[src/rtl/nonrestoring_divider.sv]
// Multi-cycle unsigned non-restoring divider on a ripple add/subtract slice chain.
// Takes WIDTH+1 cycles from the accepted start to done, or one cycle for a zero divisor.
module nonrestoring_divider #(
    parameter int WIDTH = 8
) (
    input  logic             clk,
    input  logic             rst_n,
    input  logic             start_i,
    input  logic [WIDTH-1:0] dividend_i,
    input  logic [WIDTH-1:0] divisor_i,
    output logic             busy_o,
    output logic             done_o,
    output logic [WIDTH-1:0] quotient_o,
    output logic [WIDTH-1:0] remainder_o,
    output logic             div_by_zero_o
);

    localparam int CW = $clog2(WIDTH + 1);

    typedef enum logic [1:0] {
        S_IDLE = 2'd0,
        S_RUN  = 2'd1,
        S_FIX  = 2'd2,
        S_ZERO = 2'd3
    } state_t;

    // One-bit add/sub slices rippled together: op=1 subtracts (invert b, carry-in 1), op=0 adds.
    function automatic logic [WIDTH:0] addsub(input logic [WIDTH:0] a,
                                              input logic [WIDTH:0] b,
                                              input logic           op);
        logic             c;
        logic             bi;
        logic [WIDTH:0]   s;
        c = op;
        s = '0;
        for (int i = 0; i <= WIDTH; i++) begin
            bi   = b[i] ^ op;
            s[i] = a[i] ^ bi ^ c;
            c    = (a[i] & bi) | (c & (a[i] ^ bi));
        end
        return s;
    endfunction

    state_t           state_q, state_d;
    logic [WIDTH:0]   p_q, p_d;
    logic [WIDTH-1:0] q_q, q_d;
    logic [WIDTH-1:0] d_q, d_d;
    logic [CW-1:0]    cnt_q, cnt_d;
    logic             busy_q, busy_d;
    logic             done_q, done_d;
    logic [WIDTH-1:0] quot_q, quot_d;
    logic [WIDTH-1:0] rem_q, rem_d;
    logic             dbz_q, dbz_d;

    logic [WIDTH:0]   shift_s;
    logic [WIDTH:0]   dext_s;
    logic [WIDTH:0]   step_s;
    logic [WIDTH:0]   fix_s;

    // Datapath and next-state logic for the control FSM.
    always_comb begin
        state_d = state_q;
        p_d     = p_q;
        q_d     = q_q;
        d_d     = d_q;
        cnt_d   = cnt_q;
        busy_d  = busy_q;
        done_d  = 1'b0;
        quot_d  = quot_q;
        rem_d   = rem_q;
        dbz_d   = dbz_q;

        // The add/sub decision uses the sign of P before the shift; the shifted
        // value may wrap in WIDTH+1 bits but the step result always fits again.
        shift_s = {p_q[WIDTH-1:0], q_q[WIDTH-1]};
        dext_s  = {1'b0, d_q};
        step_s  = addsub(shift_s, dext_s, ~p_q[WIDTH]);
        fix_s   = p_q[WIDTH] ? addsub(p_q, dext_s, 1'b0) : p_q;

        case (state_q)
            S_IDLE: begin
                if (start_i) begin
                    q_d     = dividend_i;
                    d_d     = divisor_i;
                    p_d     = '0;
                    cnt_d   = '0;
                    busy_d  = 1'b1;
                    state_d = (divisor_i == '0) ? S_ZERO : S_RUN;
                end else begin
                    state_d = S_IDLE;
                end
            end
            S_RUN: begin
                p_d = step_s;
                q_d = {q_q[WIDTH-2:0], ~step_s[WIDTH]};
                if (cnt_q == CW'(WIDTH - 1)) begin
                    state_d = S_FIX;
                end else begin
                    cnt_d = cnt_q + CW'(1);
                end
            end
            S_FIX: begin
                p_d     = fix_s;
                quot_d  = q_q;
                rem_d   = fix_s[WIDTH-1:0];
                dbz_d   = 1'b0;
                done_d  = 1'b1;
                busy_d  = 1'b0;
                state_d = S_IDLE;
            end
            S_ZERO: begin
                quot_d  = '1;
                rem_d   = q_q;
                dbz_d   = 1'b1;
                done_d  = 1'b1;
                busy_d  = 1'b0;
                state_d = S_IDLE;
            end
            default: begin
                busy_d  = 1'b0;
                state_d = S_IDLE;
            end
        endcase
    end

    // State, datapath and output registers.
    always_ff @(posedge clk or negedge rst_n) begin
        if (!rst_n) begin
            state_q <= S_IDLE;
            p_q     <= '0;
            q_q     <= '0;
            d_q     <= '0;
            cnt_q   <= '0;
            busy_q  <= 1'b0;
            done_q  <= 1'b0;
            quot_q  <= '0;
            rem_q   <= '0;
            dbz_q   <= 1'b0;
        end else begin
            state_q <= state_d;
            p_q     <= p_d;
            q_q     <= q_d;
            d_q     <= d_d;
            cnt_q   <= cnt_d;
            busy_q  <= busy_d;
            done_q  <= done_d;
            quot_q  <= quot_d;
            rem_q   <= rem_d;
            dbz_q   <= dbz_d;
        end
    end

    assign busy_o        = busy_q;
    assign done_o        = done_q;
    assign quotient_o    = quot_q;
    assign remainder_o   = rem_q;
    assign div_by_zero_o = dbz_q;

endmodule

[config.mk]
export PLATFORM = sky130hd
export DESIGN_NAME = nonrestoring_divider
export DESIGN_NICKNAME = d
export VERILOG_FILES = /design/src/rtl/nonrestoring_divider.sv
export SDC_FILE = /design/constraint.sdc
export NUM_CORES = 1
export LEC_CHECK = 0
export CAP_MARGIN = 20
export CORE_MARGIN = 8
export CORE_UTILIZATION = 40
export CTS_BUF_LIST = sky130_fd_sc_hd__clkbuf_2
export DETAILED_ROUTE_END_ITERATION = 7
export REMOVE_ABC_BUFFERS = 1
export SYNTH_ARGS = -nofsm -noshare
export SYNTH_HDL_FRONTEND = slang
export SYNTH_SLANG_ARGS = --single-unit
[constraint.sdc]
create_clock -name clk -period 5.06 [get_ports clk]
set_input_delay 0.759 -clock clk [delete_from_list [all_inputs] [get_ports clk]]
set_output_delay 0.759 -clock clk [all_outputs]
set_load 0.02 [all_outputs]
==> reports/results.txt, run 1 <==
Status: complete, no violations
Leading area contributor after synthesis: dfrtp_1
Clock power share: 8.4%
Final Hold Fails: 0
Core Box Area: 7100 um^2
H-tree depth: 2
Post-Syn Area: 2860 um^2
Layout cell share with drive strength beyond 1: 7.28%
CP most frequent cell: fa_1
Worst hold slack: 0.396 ns
Drt pass-1 iters: 6
Setup tns final: 0 ns
Int Power: 1100 uW
Post-DR wirelength/cell: 14.9 um
Syn Area/Cell: 10.1 um^2
Sw Share: 44.4%
Critical Path Start: d_q[0]$_DFFE_PN0P_
Layout Nets: 356
Gate power share: 54.5%
CTS tree: done
Vias per cell: 4.94
Pins Over Slew Limit: 0
# rows: 31
Port Buffers: 37
Hold_buf cts: 0
Slowest-stage cell, CP: dfrtp_1
Die height: 101 um
Initial antenna violation count: 0
CP Data Arrival Time: 4.19 ns
Final setup viols: 0
Most common cell after layout, fill and taps aside: dfrtp_1
Global-route wire length before repair: 10.4 mm
Crit Path Class: reg2reg
Starting Density: 40.3%
Switch Pwr: 882 uW
Count of different cell masters after synthesis: 32
# DRC: 0
Biggest cell delay along the critical path: 0.50 ns
GRT Overall Usage: 12.8%
Skew final: 0.0178 ns
Crit-path max FO: 5
Fillcell total: 692
Max_slew headroom: 50.2%
RR Startpoint: d_q[0]$_DFFE_PN0P_
Number of global-route vias before repair: 2,105
Critical path buffers and inverters: 4
Dpl hpwl: 4.49 mm
CTS sink cnt: 50
Worst-Skew Late Latency: 0.42 ns
Critical-path cell list: nand2_1 > o21ai_0 > fa_1 > fa_1 > fa_1 > inv_1 > fa_1 > inv_1 > fa_1 > inv_1 > fa_1 > inv_1 > fa_1 > xnor2_1 > xnor2_1 > mux2i_1 > o21ai_0
GR Overflow Total: 0
Final WL: 6.20 mm
Chip width: 101 um
Largest net degree at the start of global routing: 51
Asr flop ratio synth: 100%
Commonest non-fill, non-tap cells in the layout: dfrtp_1, clkdlybuf4s50_1, nand2_1
Synth area leaders: dfrtp_1, fa_1, o21ai_0
IO Count: 38
CTS buffer count: 5
FF+latch count, synth: 50
Peak VDD IR: 0.353 mV
Fmax: 0.262 GHz
Max cap viols: 0
CP endpoint kind: flip-flop
Register area share after synthesis: 43.8%
Via count: 2,049
Main flop type after synthesis: dfrtp_1
Crit path max-delay family: adder cells
CTS Root Cell: clkbuf_2
Post-synth top area share: 43.8%
Final min period: 3.82 ns
Flop pwr share: 37.2%
Area Growth Syn to Fin: 17.0%
Critical Path Source Type: flip-flop
Syn. warnings: 0
Reg clk slew, reported paths: 0.26 ns
Pwr Density: 594 nW/um^2
EDFF count, synth: 0
WP data required: 5.43 ns
CTS-repair resized insts: 0
Routed Antenna Nets: 0
Pleak: 0.00146 uW
Die area: 10,100 um^2
Fin crit share: 75.5%
Largest buffer count on any clock path: 2
ANT cells: 0
Hold crit path type: in2async
RSZ-0062 raised after global routing: false
Setup Buffers After CTS: 0
Post-Synthesis Cells: 282
Worst slew pin tran: 0.747 ns
Initial DRC count: 120
RePlAce Congestion: 0.808
[kinds of logic after synthesis]
group                      Yosys count  share of synthesized area (%)
xor gates and xnor gates            10                           3.06
DFF                                 50                           43.8
adders and majority gates           22                           13.3
and+or+nand+nor                     71                           11.4
AOI/OAI and AO/OA                   68                           14.9
muxes                               20                           7.40
buffers and inverters               41                           6.17
[stage by stage]
| step | total power [uW] | area, um^2 | utilization, % | std cells | setup slack [ns] |
|---|---|---|---|---|---|
| 6_report | 1990 | 3350 | 47.1 | 415 | 1.24 |
| 2_1_floorplan | 1460 | 2780 | - | 267 | 0.959 |
| 3_3_place_gp | 1840 | 3300 | 46.5 | 407 | 1.30 |
| 4_1_cts | 2020 | 3350 | 47.1 | 415 | 1.19 |
| 5_1_grt | 2190 | 3350 | 47.1 | 415 | 0.927 |
| 3_5_place_dp | 1850 | 3300 | 46.5 | 407 | 1.25 |
[power by group through the flow]
stage               Clock (uW)  Sequential, uW  Combinational [uW]
floorplan                    0             795                 666
global placement             0             747                1090
detailed placement           0             751                1100
CTS                        176             741                1100
global route               191             771                1230
finish                     166             738                1080
[routing by layer]
metal / GRT usage, % / up-vias / wire (um)
met3: 2.76 / 6 / 292
met5: 0 / - / 0
met2: 20.9 / 35 / 3000
li1: - / 1010 / -
met4: 2.56 / 0 / 58
met1: 17.0 / 998 / 2850
[worst register-to-register path: stages, from the launching register on]
cell and delay, ns:
dfrtp_1 0.50, nand2_1 0.09, o21ai_0 0.10, fa_1 0.40, fa_1 0.39, fa_1 0.36
inv_1 0.07, fa_1 0.16, inv_1 0.05, fa_1 0.35, inv_1 0.07, fa_1 0.15
inv_1 0.05, fa_1 0.37, xnor2_1 0.26, xnor2_1 0.18, mux2i_1 0.09, o21ai_0 0.14
[flip-flops by register name, summed over array words and instances, names as in the netlist]
name	count
cnt_q	4
done_o	1
q_q	8
quotient_o	8
d_q	8
remainder_o	8
state_q	2
div_by_zero_o	1
p_q	9
busy_o	1
[cells in the mapped netlist (2+ instances only)]
library cell and n:
clkbuf_1 6, nand3b_1 3, ha_1 8, a211oi_1 8
buf_2 6, mux2i_1 11, nand2b_1 2, fa_1 14
a22o_1 3, o21ai_0 25, and2_1 8, nor2_1 15
a21oi_1 16, buf_4 2, a211o_1 8, mux2_2 9
dfrtp_1 50, xor2_1 3, nand3_1 5, xnor2_1 7
inv_1 26, a21o_1 4, nor4_1 2, nand2_1 32
nand4_1 2
[cell type report]
| type | count | area, um^2 | share of cell area (%) |
|---|---|---|---|
| Clock inverter | 3 | 21.3 | 0.636 |
| Inverter | 26 | 97.6 | 2.92 |
| Clock buffer | 5 | 25.0 | 0.748 |
| Tap cell | 99 | 124 | 3.70 |
| Timing Repair Buffer | 41 | 395 | 11.8 |
| Sequential cell | 50 | 1250 | 37.4 |
| Multi-Input combinational cell | 191 | 1430 | 42.8 |
[final timing paths]
path | endpoint | slack, ns | depth (start not counted)
worst max-delay path | q_q[0]$_DFFE_PN0P_ | 1.24 | 17
worst min-delay path | d_q[0]$_DFFE_PN0P_ | 0.40 | 2
worst max register to register | q_q[0]$_DFFE_PN0P_ | 1.24 | 17
worst min register to register | div_by_zero_o$_DFFE_PN0N_ | 0.52 | 1
max in group asynchronous | p_q[8]$_DFFE_PN0P_ | 4.25 | 2
min in group clk | div_by_zero_o$_DFFE_PN0N_ | 0.52 | 1
No activity file was read; power rests on OpenSTA's default activity.
==> run 2, diff against run 1 <==
- clock period: 5.06 -> 3.3 ns (I/O delays scaled with it)
==> run 2 against run 1 <==
- sequential share of layout area is 1.7 points lower
- first-iteration DRC count is 39% lower
- the flow now finishes with violations (negative setup slack)
- clock skew hardly changed
- largest cell class unchanged
==> reports/results.txt, run 2 (synthesis results as in run 1) <==
Max cap viols: 0
ANT cells: 0
CTS buffer count: 5
CTS Root Cell: clkbuf_2
H-tree depth: 2
Largest register FFs: 9
Largest net degree at the start of global routing: 51
Crit Path Class: reg2reg
Initial antenna violation count: 0
Area Growth Syn to Fin: 22.7%
Worst hold slack: 0.107 ns
Final min period: 3.56 ns
Global-route wire length before repair: 11.3 mm
Layout cell share with drive strength beyond 1: 18.0%
CP endpoint kind: flip-flop
RePlAce Congestion: 0.822
Setup slack, reg-to-reg: -0.26 ns
Setup ws final: -0.257 ns
WP data required: 3.66 ns
Pins Over Slew Limit: 0
Fin crit share: 108%
Fmax: 0.281 GHz
Int Power: 1910 uW
Initial DRC count: 73
Critical-path cell list: xnor2_2 > fa_2 > fa_2 > fa_2 > inv_2 > fa_2 > inv_2 > fa_2 > inv_2 > fa_2 > inv_2 > fa_2 > xnor2_2 > nand3_1 > o21ai_1 > a32o_1
Gate power share: 56.7%
Chip width: 101 um
Final setup viols: 6
Reg clk slew, reported paths: 0.27 ns
IO Count: 38
Port Buffers: 37
Switch Pwr: 1460 uW
GRT Overall Usage: 14.0%
Worst-Skew Late Latency: 0.44 ns
Starting Density: 40.3%
Critical Path Source Type: flip-flop
Die height: 101 um
Biggest cell delay along the critical path: 0.49 ns
Dpl hpwl: 4.68 mm
Clock power share: 10.1%
Commonest non-fill, non-tap cells in the layout: dfrtp_1, clkdlybuf4s50_1, nand2_1
Hold crit path type: in2async
Largest buffer count on any clock path: 2
Pwr Density: 961 nW/um^2
Reg2Reg Depth: 16
Via count: 2,111
CP most frequent cell: fa_2
Most common cell after layout, fill and taps aside: dfrtp_1
RSZ-0062 raised after global routing: true
Vias per cell: 4.96
GR Overflow Total: 0
Flop pwr share: 33.2%
Post-DR wirelength/cell: 15.5 um
Final Hold Fails: 0
Slowest-stage cell, CP: dfrtp_1
Sw Share: 43.2%
# rows: 31
Post-Route Utilization: 49.4%
Routed Antenna Nets: 0
CTS sink cnt: 50
Peak VDD IR: 0.469 mV
CTS tree: done
Pleak: 0.00151 uW
Core Box Area: 7100 um^2
CP Data Arrival Time: 3.91 ns
Worst slew pin tran: 0.702 ns
Failing checks: negative setup slack
Biggest register: p_q
Drt pass-1 iters: 4
Layout Nets: 367
Number of global-route vias before repair: 2,302
Die area: 10,100 um^2
Final WL: 6.58 mm
# DRC: 0
Crit-path max FO: 3
Max_slew headroom: 53.2%
Status: finished, violations left
Skew final: 0.0182 ns
run 2: critical path: cells and delay by family (launching register included):
family | cells | cell delay, ns
adders and majority gates | 7 | 2.08
buffers and inverters | 4 | 0.20
and+or+nand+nor | 1 | 0.09
DFF | 1 | 0.49
xor gates and xnor gates | 2 | 0.32
AOI/OAI and AO/OA | 2 | 0.31
run 2: path summary, 6_finish.rpt:
kind                                              to                 startpoint
setup / recovery                  p_q[8]$_DFFE_PN0P_         d_q[1]$_DFFE_PN0P_
hold / removal                    p_q[2]$_DFFE_PN0P_                      rst_n
setup reg to reg                  p_q[8]$_DFFE_PN0P_         d_q[1]$_DFFE_PN0P_
hold reg to reg            div_by_zero_o$_DFFE_PN0N_  div_by_zero_o$_DFFE_PN0N_
max in group asynchronous         p_q[8]$_DFFE_PN0P_                      rst_n
min in group clk           div_by_zero_o$_DFFE_PN0N_  div_by_zero_o$_DFFE_PN0N_
run 2: final cells by class:
class                           count  area (um^2)
Timing Repair Buffer               52          478
Multi-Input combinational cell    191         1490
Sequential cell                    50         1250
Fill cell                         678         3590
Clock buffer                        5         25.0
Clock inverter                      3         43.8
Inverter                           26         97.6
Tap cell                           99          124
run 2: power by group through the flow:
stage                     combinational, uW  sequential, uW  clock, uW
after floorplan                        1020            1220          0
after global placement                 1770            1120          0
after detailed placement               1800            1130          0
after CTS                              1940            1120        352
after global routing                   2150            1160        375
final                                  1910            1120        342
run 2: per-layer routing:
layer / wire length [um] / vias to the layer above / global-route usage (%)
li1: - / 1032 / -
met1: 3020 / 1034 / 17.7
met2: 3270 / 37 / 23.7
met3: 223 / 8 / 2.56
met4: 74 / 0 / 4.19
met5: 0 / - / 0
run 2: per-stage QoR:
| step | area, um^2 | setup slack [ns] | std cells | total power (uW) | TNS, ns |
|---|---|---|---|---|---|
| 2_1_floorplan | 2780 | -0.801 | 267 | 2240 | -2.55 |
| 3_3_place_gp | 3370 | -0.393 | 416 | 2890 | -1.88 |
| 3_5_place_dp | 3370 | -0.477 | 416 | 2930 | -2.27 |
| 4_1_cts | 3510 | -0.254 | 426 | 3410 | -1.16 |
| 5_1_grt | 3510 | -0.453 | 426 | 3680 | -2.10 |
| 6_report | 3510 | -0.257 | 426 | 3370 | -1.13 |
run 2: repair_timing:
item,in CTS,in global routing
setup endpoints to repair,6,6
hold buffers,0,0
resized for setup,31,0
pin swaps,5,1
buffers inserted,2,0
==> RTL edit 1 (settings of run 1) <==
The output `done_o` loses its register stage (`done_q` becomes a continuous assignment).
--- a/src/rtl/nonrestoring_divider.sv
+++ b/src/rtl/nonrestoring_divider.sv
@@ -134,3 +134,2 @@
             busy_q  <= 1'b0;
-            done_q  <= 1'b0;
             quot_q  <= '0;
@@ -145,3 +144,2 @@
             busy_q  <= busy_d;
-            done_q  <= done_d;
             quot_q  <= quot_d;
@@ -151,2 +149,4 @@
     end
+
+    assign done_q = done_d;
 
Check against the original RTL: not equivalent (a bounded check fails within 4 cycles, from zero or initial values and one cycle with rst_n low).
==> RTL edit 1 against run 1 <==
Critical path type unchanged; cell count fell by 1.4%; core utilization rose by 2.1 points; maximum frequency is 1.5% lower; setup slack lost 0.060 ns; die area shrank 0.33%; routed wire length up 2.9%; highest routed layer unchanged; cell area grew 0.52%; via count decreased by 1.1%; sequential cell count down 1; critical path depth is 2 lower; area after synthesis is 0.39% lower; total power up 6.3%.
==> RTL edit 1: results (changes against run 1) <==
==============================================================================
Commonest cells in the synthesized netlist                        dfrtp_1 (49), nand2_1 (32), inv_1 (26), o21ai_0 (25)   was dfrtp_1 (50), nand2_1 (32), inv_1 (26), o21ai_0 (25), a21oi_1 (16)
Fraction of layout cells with a size suffix above 1                      7.03%   was 7.28%
Start of the worst register-to-register path                            p_q[8]   was d_q[0]
Max FO, Critical Path                                                        8   was 5
Synth Area in XOR/XNOR                                                   3.08%   was 3.06%
Average instance area after synthesis                               10.1 sq um   about the same
Switching fraction of total power                                        42.9%   was 44.4%
Share of power burned in combinational logic                             52.4%   was 54.5%
Final hold slack                                                      0.354 ns   was 0.396 ns
Power Clock                                                         0.000272 W   was 0.000166 W
Met2 usage                                                               20.9%   about the same
Run status                                                        finished, final reports clean   unchanged
Top area cells in the synthesized netlist                         dfrtp_1 (43%), fa_1 (9.8%), mux2i_1 (4.6%)   was dfrtp_1 (44%), fa_1 (9.8%), o21ai_0 (4.4%)
IR drop worst, VDD                                                      301 uV   was 353 uV
Total routing resource utilization after global routing                  13.4%   was 12.8%
Adder-cell area share of the yosys netlist                               13.4%   was 13.3%
Router iterations before antenna repair                                      4   was 6
Net count, final                                                           353   was 356
Placement Cell Area                                               0.00327 sq mm   was 0.00330 sq mm
Post-detailed-placement half-perimeter wirelength                      4540 um   was 4490 um
Critical R2R Capture                                                    p_q[8]   was q_q[0]
Last weighted congestion value of the routability-driven placer          0.833   was 0.808
Static Leakage                                                         1.47 nW   was 1.46 nW
Slowest stage delay, CP                                                0.54 ns   was 0.50 ns
Sequential area share after synthesis                                    43.1%   was 43.8%
Setup slack of the most critical reg-to-reg path                       1.18 ns   was 1.24 ns
==============================================================================
-- RTL edit 1: how the worst max path moves through the flow --
stage | slack [ns] | from | to | cells past startpoint
2_1_floorplan | 0.99 | p_q[8] | p_q[8] | 15
3_3_place_gp | 1.29 | p_q[8] | p_q[8] | 15
3_5_place_dp | 1.22 | p_q[8] | p_q[8] | 15
4_1_cts | 1.17 | p_q[0] | p_q[7] | 16
5_1_grt | 0.84 | q_q[7] | q_q[0] | 17
6_report | 1.18 | p_q[8] | p_q[8] | 15
-- RTL edit 1: critical path, delay by kind of cell, from the launching register on --
kind | cells | cell delay, ns
adders and majority gates | 7 | 2.22
xor gates and xnor gates | 2 | 0.45
DFF | 1 | 0.54
AOI/OAI and AO/OA | 2 | 0.39
buffers and inverters | 4 | 0.24
-- RTL edit 1: final cells by class --
cell class              instances  area [sq um]
clock buffers                   5          25.0
flip-flops and latches         49          1230
multi-input cells             190          1440
well taps                      96           120
inverters                      26          97.6
fillers                       650          3470
repair buffers                 40           388
clock inverters                 3          68.8
==> RTL edit 2 (settings of run 1) <==
Without the edit above. The parameter `WIDTH` goes from 8 to 16.
--- a/src/rtl/nonrestoring_divider.sv
+++ b/src/rtl/nonrestoring_divider.sv
@@ -3,3 +3,3 @@
 module nonrestoring_divider #(
-    parameter int WIDTH = 8
+    parameter int WIDTH = 16
 ) (
Interface: changed (resized dividend_i, divisor_i, quotient_o and remainder_o); port bits go from 38 to 70. The function was not compared with the original's and may differ.
==> RTL edit 2 against run 1 <==
The flow now finishes with violations (setup timing); setup slack got worse by 2.2 ns; critical endpoint is now p_q[15]; routed wire length rose by 100%; sequential cell count rose by 41; area after synthesis rose by 84%; synthesized cell count rose by 68%; largest cell class unchanged; cell area rose by 91%; total power rose by 110%.
==> RTL edit 2: results (changes against run 1) <==
==============================================================================
Setup slack after layout                                             -0.938 ns   was 1.24 ns
Slew Limit Headroom                                                      34.0%   was 50.2%
Number of clock buffers in the layout                                       10   was 5
Post-detailed-placement half-perimeter wirelength                      8670 um   was 4490 um
Multi-input combinational gate total                                       310   was 191
Synthesized-area fraction occupied by ao, oa, aoi and oai cells          14.4%   was 14.9%
Clock network contribution to total cell area                            2.39%   was 1.38%
Failing checks                                                    setup timing
Part of the total power dissipated in the clock network                  10.8%   was 8.4%
Static Leakage                                                         2.74 nW   was 1.46 nW
Pin count of the biggest net entering global routing                        63   was 51
Share of synthesized area spent on multiplexers                          10.9%   was 7.40%
Share of power burned in combinational logic                             57.8%   was 54.5%
Slowest stage delay, CP                                                0.41 ns   was 0.50 ns
Routed vias/inst                                                          5.11   was 4.94
Count of final setup violators                                               8   was 0
Die Area                                                          0.0171 sq mm   was 0.0101 sq mm
Worst path slowest cell                                                   fa_1   was dfrtp_1
Number of inverters outside the clock class in the layout                   43   was 26
Final Non-Filler Cells                                                     719   was 415
Wirelength, routed                                                   12,700 um   was 6200 um
Max FO, Critical Path                                                        2   was 5
IO Port Bufs                                                                69   was 37
Non-Clock Buffer Area Fraction                                           12.6%   was 11.8%
First-pass GRT wire length                                           20,800 um   was 10,400 um
First-iteration detailed-routing DRC count                                 181   was 120
Top area cells in the synthesized netlist                         dfrtp_1 (43%), fa_1 (11%), mux2i_1 (6.9%)   was dfrtp_1 (44%), fa_1 (9.8%), o21ai_0 (4.4%)
Area taken by flip-flops and latches                              0.00228 sq mm   was 0.00125 sq mm
Run status                                                        finished, violations left   was finished, final reports clean
Max FFs per register                                                        17   was 9
Count of mapped cells out of synthesis                                     473   was 282
Adder-cell area share of the yosys netlist                               13.3%   about the same
Clock skew after layout                                              0.0241 ns   was 0.0178 ns
Power after layout                                                   0.00426 W   was 0.00199 W
Seq Cell Count                                                              91   was 50
Worst R2R Path Depth                                                        28   was 17
==============================================================================
RTL edit 2: cell types whose count changed after synthesis, moves of 11 or more:
| cell | run 1 | this run |
|---|---|---|
| dfrtp_1 | 50 | 91 |
| mux2i_1 | 11 | 36 |
| fa_1 | 14 | 30 |
| inv_1 | 26 | 40 |
| o21ai_0 | 25 | 38 |
| nand2_1 | 32 | 43 |
RTL edit 2: routing by layer:
layer	part of all wire (%)	wire, um	vias to the layer above	track usage (%)
li1	-	-	1740	-
met1	42	5370	1852	19.1
met2	51	6510	73	27.6
met3	5.4	689	8	4.75
met4	0.85	108	0	4.32
met5	0	0	-	0
RTL edit 2: path summary, 6_finish.rpt:
check                               from             to  slack [ns]
setup / recovery                  d_q[0]        p_q[15]       -0.94
hold / removal                     rst_n  div_by_zero_o        0.22
setup reg to reg                  d_q[0]        p_q[15]       -0.94
hold reg to reg            div_by_zero_o  div_by_zero_o        0.52
max in group asynchronous          rst_n        p_q[11]        3.89
min in group clk           div_by_zero_o  div_by_zero_o        0.52
